===== src/rtl/io_mmio_ctrl_pkg.sv =====
// Shared constants for the IO MMIO controller: region base, register offsets
// and status bit positions.
package io_mmio_ctrl_pkg;

   localparam logic [31:0] IO_BASE_DEF = 32'h8000_0000;

   localparam logic [7:0] OFF_STATUS = 8'h00;
   localparam logic [7:0] OFF_RXDATA = 8'h04;
   localparam logic [7:0] OFF_TXDATA = 8'h08;
   localparam logic [7:0] OFF_CYCLE  = 8'h10;
   localparam logic [7:0] OFF_INSTR  = 8'h14;
   localparam logic [7:0] OFF_CLR    = 8'h18;

   localparam int ST_TX_NFULL  = 0;
   localparam int ST_RX_NEMPTY = 1;
   localparam int ST_TX_OVF    = 2;
   localparam int ST_RX_OVF    = 3;

endpackage


===== src/rtl/io_mmio_ctrl_sync_fifo.sv =====
// Single-clock FIFO with registered count; push is refused when full and pop
// when empty, both judged on the state before this cycle's update.
module sync_fifo #(
   parameter int WIDTH = 8,
   parameter int DEPTH = 8
) (
   input  logic             clk,
   input  logic             rst,
   input  logic             i_push,
   input  logic             i_pop,
   input  logic [WIDTH-1:0] i_din,
   output logic [WIDTH-1:0] o_head,
   output logic             o_full,
   output logic             o_empty
);

   localparam int AW = (DEPTH > 1) ? $clog2(DEPTH) : 1;
   localparam int CW = AW + 1;
   localparam logic [CW-1:0] FULL_CNT = CW'(DEPTH);

   logic [WIDTH-1:0] r_mem [DEPTH];
   logic [AW-1:0]    r_wptr;
   logic [AW-1:0]    r_rptr;
   logic [CW-1:0]    r_count;
   logic             w_push;
   logic             w_pop;

   assign o_full  = (r_count == FULL_CNT);
   assign o_empty = (r_count == '0);
   assign w_push  = i_push & ~o_full;
   assign w_pop   = i_pop & ~o_empty;
   assign o_head  = r_mem[r_rptr];

   always_ff @(posedge clk) begin
      if (rst) begin
         r_wptr  <= '0;
         r_rptr  <= '0;
         r_count <= '0;
      end else begin
         if (w_push) r_wptr <= r_wptr + 1'b1;
         if (w_pop)  r_rptr <= r_rptr + 1'b1;
         case ({w_push, w_pop})
            2'b10:   r_count <= r_count + 1'b1;
            2'b01:   r_count <= r_count - 1'b1;
            default: r_count <= r_count;
         endcase
      end
   end

   // Storage carries no reset; validity is defined entirely by the count.
   always_ff @(posedge clk) begin
      if (w_push) r_mem[r_wptr] <= i_din;
   end

endmodule


===== src/rtl/io_mmio_ctrl.sv =====
// Memory-mapped IO block: UART TX/RX FIFOs, sticky overflow status and
// cycle/instruction counters, with a registered read port.
module io_mmio_ctrl
   import io_mmio_ctrl_pkg::*;
#(
   parameter int          FIFO_DEPTH = 8,
   parameter logic [31:0] IO_BASE    = IO_BASE_DEF
) (
   input  logic        clk,
   input  logic        rst,
   input  logic        stall,
   input  logic [31:0] io_addr,
   input  logic [31:0] io_din,
   input  logic [3:0]  io_we,
   input  logic        io_re,
   output logic [31:0] io_dout,
   input  logic        inst_retire,
   output logic [7:0]  uart_tx_data,
   output logic        uart_tx_valid,
   input  logic        uart_tx_ready,
   input  logic [7:0]  uart_rx_data,
   input  logic        uart_rx_valid,
   output logic        uart_rx_ready
);

   logic        w_hit;
   logic        w_acc;
   logic        w_wr;
   logic        w_rd;
   logic [7:0]  w_sel;
   logic        w_tx_full, w_tx_empty, w_tx_push_req, w_tx_pop;
   logic        w_rx_full, w_rx_empty, w_rx_push, w_rx_pop;
   logic [7:0]  w_rx_head;
   logic        w_tx_ovf_ev, w_rx_ovf_ev;
   logic        w_status_rd;
   logic        w_clr;
   logic [31:0] w_status;
   logic [31:0] w_rd_data;
   logic        w_unused;

   logic        r_tx_ovf;
   logic        r_rx_ovf;
   logic [31:0] r_cyc;
   logic [31:0] r_inst;
   logic [31:0] r_dout;

   assign w_unused = &{1'b0, io_addr[27:8], io_din[31:8]};

   // A simultaneous read and write strobe is handled as a write only.
   assign w_hit = (io_addr[31:28] == IO_BASE[31:28]);
   assign w_sel = io_addr[7:0];
   assign w_acc = ~stall & ~rst;
   assign w_wr  = w_acc & (|io_we);
   assign w_rd  = w_acc & io_re & ~(|io_we);

   assign w_tx_push_req = w_wr & w_hit & (w_sel == OFF_TXDATA);
   assign w_clr         = w_wr & w_hit & (w_sel == OFF_CLR);
   assign w_status_rd   = w_rd & w_hit & (w_sel == OFF_STATUS);
   assign w_rx_pop      = w_rd & w_hit & (w_sel == OFF_RXDATA) & ~w_rx_empty;

   assign uart_tx_valid = ~w_tx_empty;
   assign w_tx_pop      = uart_tx_valid & uart_tx_ready;
   assign uart_rx_ready = ~w_rx_full & ~rst;
   assign w_rx_push     = uart_rx_valid & uart_rx_ready;

   assign w_tx_ovf_ev = w_tx_push_req & w_tx_full;
   assign w_rx_ovf_ev = uart_rx_valid & w_rx_full & ~rst;

   sync_fifo #(.WIDTH(8), .DEPTH(FIFO_DEPTH)) u_tx_fifo (
      .clk     (clk),
      .rst     (rst),
      .i_push  (w_tx_push_req),
      .i_pop   (w_tx_pop),
      .i_din   (io_din[7:0]),
      .o_head  (uart_tx_data),
      .o_full  (w_tx_full),
      .o_empty (w_tx_empty)
   );

   sync_fifo #(.WIDTH(8), .DEPTH(FIFO_DEPTH)) u_rx_fifo (
      .clk     (clk),
      .rst     (rst),
      .i_push  (w_rx_push),
      .i_pop   (w_rx_pop),
      .i_din   (uart_rx_data),
      .o_head  (w_rx_head),
      .o_full  (w_rx_full),
      .o_empty (w_rx_empty)
   );

   always_comb begin
      w_status = '0;
      w_status[ST_TX_NFULL]  = ~w_tx_full;
      w_status[ST_RX_NEMPTY] = ~w_rx_empty;
      w_status[ST_TX_OVF]    = r_tx_ovf;
      w_status[ST_RX_OVF]    = r_rx_ovf;
   end

   always_comb begin
      w_rd_data = '0;
      if (w_hit) begin
         case (w_sel)
            OFF_STATUS: w_rd_data = w_status;
            OFF_RXDATA: w_rd_data = w_rx_empty ? 32'd0 : {24'd0, w_rx_head};
            OFF_CYCLE:  w_rd_data = r_cyc;
            OFF_INSTR:  w_rd_data = r_inst;
            default:    w_rd_data = '0;
         endcase
      end
   end

   // A same-cycle overflow event wins over the clear-on-read of status.
   always_ff @(posedge clk) begin
      if (rst) begin
         r_tx_ovf <= 1'b0;
         r_rx_ovf <= 1'b0;
         r_cyc    <= '0;
         r_inst   <= '0;
         r_dout   <= '0;
      end else begin
         r_tx_ovf <= (r_tx_ovf & ~w_status_rd) | w_tx_ovf_ev;
         r_rx_ovf <= (r_rx_ovf & ~w_status_rd) | w_rx_ovf_ev;
         if (w_clr) begin
            r_cyc  <= '0;
            r_inst <= '0;
         end else begin
            r_cyc <= r_cyc + 32'd1;
            if (inst_retire && !stall) r_inst <= r_inst + 32'd1;
         end
         if (w_rd) r_dout <= w_rd_data;
      end
   end

   assign io_dout = r_dout;

endmodule


===== config.mk =====
export PLATFORM = sky130hd
export DESIGN_NAME = io_mmio_ctrl
export DESIGN_NICKNAME = d
export VERILOG_FILES = /design/src/rtl/io_mmio_ctrl_pkg.sv /design/src/rtl/io_mmio_ctrl_sync_fifo.sv /design/src/rtl/io_mmio_ctrl.sv
export SDC_FILE = /design/constraint.sdc
export NUM_CORES = 1
export LEC_CHECK = 0
export CELL_PAD_IN_SITES_DETAIL_PLACEMENT = 0
export CELL_PAD_IN_SITES_GLOBAL_PLACEMENT = 1
export CORE_MARGIN = 2
export CORE_UTILIZATION = 49
export DETAILED_ROUTE_END_ITERATION = 12
export GPL_ROUTABILITY_DRIVEN = 0
export PLACE_DENSITY = 0.92
export SYNTH_ARGS = -nofsm -noshare
export SYNTH_HDL_FRONTEND = slang
export SYNTH_SLANG_ARGS = --single-unit

===== constraint.sdc =====
create_clock -name clk -period 7.9 [get_ports clk]
set_input_delay 0.79 -clock clk [delete_from_list [all_inputs] [get_ports clk]]
set_output_delay 0.79 -clock clk [all_outputs]
set_load 0.03 [all_outputs]

==> impl_metrics.csv, run 1 <==
group,metric,value,unit
sta,worstMarginPinSlew,1115,ps
setup_path,worst_ep_required_time,7110,ps
setup_path,start_kind,"flip-flop",
power_and_ir_drop,p_per_area,215.4,nW/um2
sta,holdWs,444.1,ps
setup_path,reg2reg_depth,10,
detailed_routing,drc,0,
floorplan,pin_count,125,
placed_design,portBuffers,80,
logic_synthesis,yosys_warnings,0,
sta,max_freq,259.7,MHz
power_and_ir_drop,power,2.731,mW
final_layout,register_area,6326,um2
logic_synthesis,syn_avg_cell_area,12.54,um2
logic_synthesis,synthArstFlopShare,0,
detailed_routing,viasPerCell,5.555,
worst_hold_path,min_path_cells,2,
final_layout,multi_input_area,4202,um2
clock_tree,cts_buffer_depth,3,
sta,finalHoldViolCount,0,
global_routing,grt_usage,0.1876,
sta,rsz0062_at_grt,"false",
sta,slew_viol_final,0,
logic_synthesis,ys_ff_latch,252,
placed_design,dp.cells,1188,
final_layout,final_area,12680,um2
setup_path,cp_max_fo,16,
power_and_ir_drop,vdd_drop_max,0.2680,mV
clock_tree,hold_buffers,0,
clock_tree,cts_root_buffer,"clkbuf_16",
logic_synthesis,yosysUniqueCellTypes,55,
sta,finalClockSkew,11.76,ps
placed_design,place_area,11780,um2
final_layout,fill_cells,1704,
floorplan,start_util,0.4965,
logic_synthesis,yosys.area.top_type_share,0.3569,
logic_synthesis,synth_top_cell_by_area,"edfxtp_1",
floorplan,dieWidth,152.3,um
logic_synthesis,syn_nets,954,
clock_tree,post_cts_resized,0,
final_layout,area_growth,17.73,%
logic_synthesis,yosysSeqAreaShare,0.5874,
setup_path,critPathArrivalTime,3060,ps
final_layout,fin_cells,1236,
detailed_routing,vias,6866,
logic_synthesis,synthFlopType,"edfxtp_1",
sta,fin_crit_sh,0.4874,
logic_synthesis,synthesis.area,10770,um2
logic_synthesis,synth_cells,859,
detailed_routing,wirelength,21730,um
worst_hold_path,worstHoldPathType,"reg -> reg",
detailed_routing,wire_per_inst,17.58,um
flow_run,cap_violations,0,
sta,fin_ws,4049,ps
global_routing,antenna_found_initial,0,
clock_tree,cts_setup_buffers,0,
final_layout,diodes,0,
sta,setup_viol,0,
final_layout,utilization,0.5846,
setup_path,endpoint_kind,"primary output",
floorplan,rows,54,
logic_synthesis,synth_edf_count,128,
clock_tree,cts_tree,"done",
global_routing,grt_overflow,0,
detailed_routing,detail-route-antenna-nets,0,
placed_design,dp_hpwl,14220,um
global_routing,grt_pass1_wl,35710,um
clock_tree,clkTransAtPathRegs,60,ps
clock_tree,h-tree-depth,1,
floorplan,die_area,23180,um2
placed_design,pre_cts_ws,3782,ps
clock_tree,clock_sinks,252,
global_routing,grt_pass1_vias,6886,
floorplan,chipHeight,152.3,um
setup_path,worstSetupPathType,"reg -> out",
sta,layout_min_cycle_time,3851,ps
clock_tree,cts_made_buffers,26,
final_layout,num-nets-final,1031,
detailed_routing,drt_iter0_drc,354,
clock_tree,clkLatencyLatePin,520,ps
status,status,"complete, no violations",
floorplan,coreArea,21690,um2
sta,maxSlewHeadroom,0.2570,
detailed_routing,drt-pass1-iter-count,4,
sta,finalSetupTns,0,ps
power_and_ir_drop,cellLeakagePower,4.248,nW
logic_synthesis,ys_top_cells_by_area,"edfxtp_1 (36%), dfxtp_1 (23%), mux4_2 (6.7%)",
global_routing,grt_max_degree,65,
final_layout,drive_gt1_frac,0.1318,
-- critical path, stage by stage, from the launching register on --
cell and delay [ps]:
dfxtp_1 1040, mux4_2 600, mux2_2 290, clkdlybuf4s50_1 600
-- layout make-up --
cell class / instances / share of cell area
sequential: 252 / 0.4990
multi-input combinational: 555 / 0.3314
timing repair buffer: 87 / 0.06691
clock buffer: 35 / 0.05734
tap: 280 / 0.02763
clock inverter: 13 / 0.01362
inverter: 14 / 0.004145
-- power by group --
group,internal [mW],switching [mW]
combinational,0.0323,0.0416
clock,0.777,0.493
sequential,1.38,0.00673
total,2.19,0.542
-- worst paths after layout --
kind,end,from,slack (ps)
worst max-delay path,uart_tx_data[0],flip-flop,4050
worst min register to register,io_dout[15],io_dout[15],440
worst max register to register,u_rx_fifo.r_count[2],u_rx_fifo.r_count[0],5080
worst min-delay path,io_dout[15],io_dout[15],440
-- cells by family (layout without fill, tap and decap cells) --
family	Yosys count	count (layout)	synth area share
simple gates	317	317	0.1629
flops	252	252	0.5874
mux	83	83	0.1161
compound gates	73	73	0.04008
xor+xnor	70	70	0.05693
buf+inv	52	149	0.02265
fa+ha+maj	12	12	0.01394
-- registers in the layout, indices dropped and copies added, names as in the netlist, named ones only --
| name | count |
|---|---|
| u_rx_fifo.r_mem | 64 |
| u_tx_fifo.r_mem | 64 |
| io_dout | 32 |
| r_cyc | 32 |
| r_inst | 32 |
| u_rx_fifo.r_count | 4 |
| u_tx_fifo.r_count | 4 |
| u_rx_fifo.r_rptr | 3 |
| u_rx_fifo.r_wptr | 3 |
| u_tx_fifo.r_rptr | 3 |
| u_tx_fifo.r_wptr | 3 |
| r_rx_ovf | 1 |
| r_tx_ovf | 1 |
-- Yosys cell counts, types with 14 or more instances --
library cell and n:
a21oi_1 23, clkbuf_1 18, dfxtp_1 124, edfxtp_1 128, inv_1 14, mux2_2 15, mux2i_1 36, mux4_2 32
nand2_1 70, nand3_1 25, nand4_1 21, nor2_1 101, nor3_1 15, o21ai_1 18, xnor2_1 27, xor2_1 43
-- layer usage --
metal | global-route usage | share of wire | wire, um | up-vias
met2 | 0.3181 | 0.47 | 10280 | 171
met3 | 0.03413 | 0.056 | 1222 | 48
met5 | 0 | 0 | 0 | -
met4 | 0.05162 | 0.024 | 513 | 0
met1 | 0.2496 | 0.45 | 9709 | 3347
li1 | - | - | - | 3300
-- layout by cell type, fill, tap and decap left out, drive strengths merged, types with 23 or more instances in the layout --
| cell | instances |
|---|---|
| mux2i | 36 |
| xor2 | 43 |
| nand3 | 28 |
| clkbuf | 35 |
| edfxtp | 128 |
| dfxtp | 124 |
| nand2 | 70 |
| o21ai | 29 |
| clkdlybuf4s50 | 79 |
| xnor2 | 27 |
| nor2 | 109 |
| mux4 | 32 |
| a21oi | 23 |
(Power assumes the default switching activity.)
==> run 2: changes to the inputs <==
--- a/config.mk
+++ b/config.mk
@@ -8,10 +8,10 @@
 export CELL_PAD_IN_SITES_DETAIL_PLACEMENT = 0
 export CELL_PAD_IN_SITES_GLOBAL_PLACEMENT = 1
 export CORE_MARGIN = 2
-export CORE_UTILIZATION = 49
+export CORE_UTILIZATION = 46
 export DETAILED_ROUTE_END_ITERATION = 12
 export GPL_ROUTABILITY_DRIVEN = 0
-export PLACE_DENSITY = 0.92
+export PLACE_DENSITY = 0.87
 export SYNTH_ARGS = -nofsm -noshare
 export SYNTH_HDL_FRONTEND = slang
 export SYNTH_SLANG_ARGS = --single-unit
==> constraint.sdc (replaced) <==
create_clock -name clk -period 4 [get_ports clk]
set_input_delay 0.4 -clock clk [delete_from_list [all_inputs] [get_ports clk]]
set_output_delay 0.4 -clock clk [all_outputs]
set_load 0.03 [all_outputs]
==> impl_metrics.csv, run 2 (same netlist as run 1, synthesis figures left out) <==
group,metric,value,unit
status,status,"complete, no violations",
final_layout,area_growth,18.60,%
setup_path,worstSetupPathType,"reg -> out",
final_layout,final_cell_mix,"edfxtp_1 (128), dfxtp_1 (124), nor2_1 (101)",
global_routing,grt_pass1_wl,34830,um
global_routing,antenna_found_initial,0,
sta,slew_viol_final,0,
global_routing,grt_max_degree,55,
final_layout,largestRegisters,"u_rx_fifo.r_mem: 64 flops, u_tx_fifo.r_mem: 64 flops",
worst_hold_path,min_path_cells,2,
clock_tree,cts_tree,"done",
placed_design,dp.cells,1227,
floorplan,dieWidth,157.0,um
setup_path,cp_slowest_cell,"dfxtp_1",
setup_path,worst-path-stages,3,
flow_run,cap_violations,0,
setup_path,r2r_setup_slack,1300,ps
power_and_ir_drop,p_sw,1.066,mW
setup_path,crit_family,"flip-flops",
sta,maxSlewHeadroom,0.2821,
final_layout,drive_gt1_frac,0.1371,
clock_tree,hold_buffers,0,
sta,rsz0062_at_grt,"false",
final_layout,diodes,0,
setup_path,rr_endpoint,"u_tx_fifo.r_count[2]",
setup_path,start_kind,"flip-flop",
floorplan,pin_count,125,
clock_tree,cts_made_buffers,27,
detailed_routing,wirelength,21870,um
floorplan,chipHeight,157.0,um
worst_hold_path,hold_path_end,"io_dout[14]",
sta,layout_min_cycle_time,3045,ps
final_layout,fin_cells,1276,
clock_tree,clkTransAtPathRegs,60,ps
clock_tree,clkLatencyLatePin,530,ps
final_layout,final_common_cell,"edfxtp_1",
floorplan,start_util,0.4728,
worst_hold_path,worstHoldPathType,"reg -> reg",
detailed_routing,drt-pass1-iter-count,5,
sta,finalSetupTns,0,ps
global_routing,grt_usage,0.1781,
setup_path,max_stage_delay,810,ps
placed_design,dp_hpwl,14580,um
placed_design,portBuffers,80,
floorplan,coreArea,22780,um2
sta,finalClockSkew,16.40,ps
setup_path,cp_max_fo,16,
clock_tree,post_cts_resized,0,
detailed_routing,vias,6797,
detailed_routing,detail-route-antenna-nets,0,
power_and_ir_drop,power_frac_seq,0.509,
global_routing,grt_pass1_vias,6711,
setup_path,reg2reg_depth,10,
global_routing,grt_overflow,0,
clock_tree,cts_buffer_depth,3,
detailed_routing,viasPerCell,5.327,
setup_path,critPathArrivalTime,2640,ps
clock_tree,cts_setup_buffers,0,
power_and_ir_drop,swShare,0.1979,
sta,finalHoldViolCount,0,
floorplan,rows,55,
sta,fin_crit_sh,0.7612,
worst_hold_path,worstHoldStart,"io_dout[14]",
power_and_ir_drop,power,5.386,mW
setup_path,worst_ep_required_time,3600,ps
final_layout,fill_cells,1887,
power_and_ir_drop,cellLeakagePower,4.300,nW
setup_path,r2r-start,"u_tx_fifo.r_count[0]",
sta,max_freq,328.4,MHz
power_and_ir_drop,p_per_area,421.7,nW/um2
clock_tree,clock_sinks,252,
sta,worstMarginPinSlew,1075,ps
sta,setup_viol,0,
detailed_routing,drt_iter0_drc,374,
power_and_ir_drop,p_int,4.320,mW
setup_path,critical_path_buf_inv_count,1,
clock_tree,h-tree-depth,1,
power_and_ir_drop,vdd_drop_max,0.3262,mV
power_and_ir_drop,combPwrFrac,0.028,
floorplan,die_area,24650,um2
detailed_routing,wire_per_inst,17.14,um
power_and_ir_drop,p_clk_frac,0.464,
detailed_routing,drc,0,
final_layout,num-nets-final,1038,
setup_path,worstPathCellList,"mux4_2 -> mux2_2 -> clkdlybuf4s50_1",
setup_path,endpoint_kind,"primary output",
clock_tree,cts_root_buffer,"clkbuf_16",
-- run 2: cell types whose count changed in the layout (fill, tap and decap cells not counted), moves of 2 or more --
cell / before / now
buf_4: 7 / 12
clkbuf_1: 7 / 5
clkbuf_8: 0 / 2
clkinv_1: 2 / 5
clkinv_2: 3 / 5
clkinvlp_4: 4 / 0
-- run 2: worst max path at each step --
stage                            to  slack, ps         from
2_1_floorplan  u_tx_fifo.r_count[2]       1350  io_addr[29]
3_3_place_gp   u_tx_fifo.r_count[2]        650  io_addr[29]
3_5_place_dp   u_rx_fifo.r_count[2]        610  io_addr[29]
4_1_cts             uart_tx_data[4]        910    flip-flop
5_1_grt             uart_tx_data[4]        870    flip-flop
6_report            uart_tx_data[4]        960    flip-flop
-- run 2: metal layers --
metal,part of all wire,vias to the layer above,global-route usage
met5,0,-,0
met4,0.016,0,0.04369
met3,0.050,30,0.03029
met2,0.49,158,0.3087
met1,0.44,3298,0.2336
li1,-,3311,-
-- run 2: power by group through the flow --
| stage | logic, mW | clock network, mW | registers, mW |
|---|---|---|---|
| after global routing | 0.164 | 2.65 | 2.74 |
| final | 0.149 | 2.50 | 2.74 |
| after detailed placement | 0.150 | 0 | 2.79 |
| after CTS | 0.151 | 2.54 | 2.74 |
| after floorplan | 0.0709 | 0 | 2.79 |
| after global placement | 0.146 | 0 | 2.79 |
-- run 2: metrics by stage --
stage	area, um2	hold slack, ps	utilization	worst slack, ps
global route	12770	460.3	0.5607	873.6
global placement	11880	437.4	0.5215	653.1
detailed placement	11880	440.5	0.5215	607.9
floorplan	10770	425.7	-	1354
CTS	12770	449.1	0.5607	912.0
finish	12770	444.7	0.5607	955.3
-- run 2: tightest hold or removal path: stages (launching register included) --
cell	delay [ps]
dfxtp_1	300
nand2_1	50
o21ai_1	50
-- run 2: layout make-up --
cell class | count | area [um2] | area share
Tap cell | 313 | 391.6 | 0.03066
Multi-Input combinational cell | 555 | 4202 | 0.3290
Sequential cell | 252 | 6326 | 0.4953
Timing Repair Buffer | 93 | 905.9 | 0.07093
Inverter | 14 | 52.55 | 0.004114
Clock inverter | 15 | 172.7 | 0.01352
Clock buffer | 34 | 721.9 | 0.05652
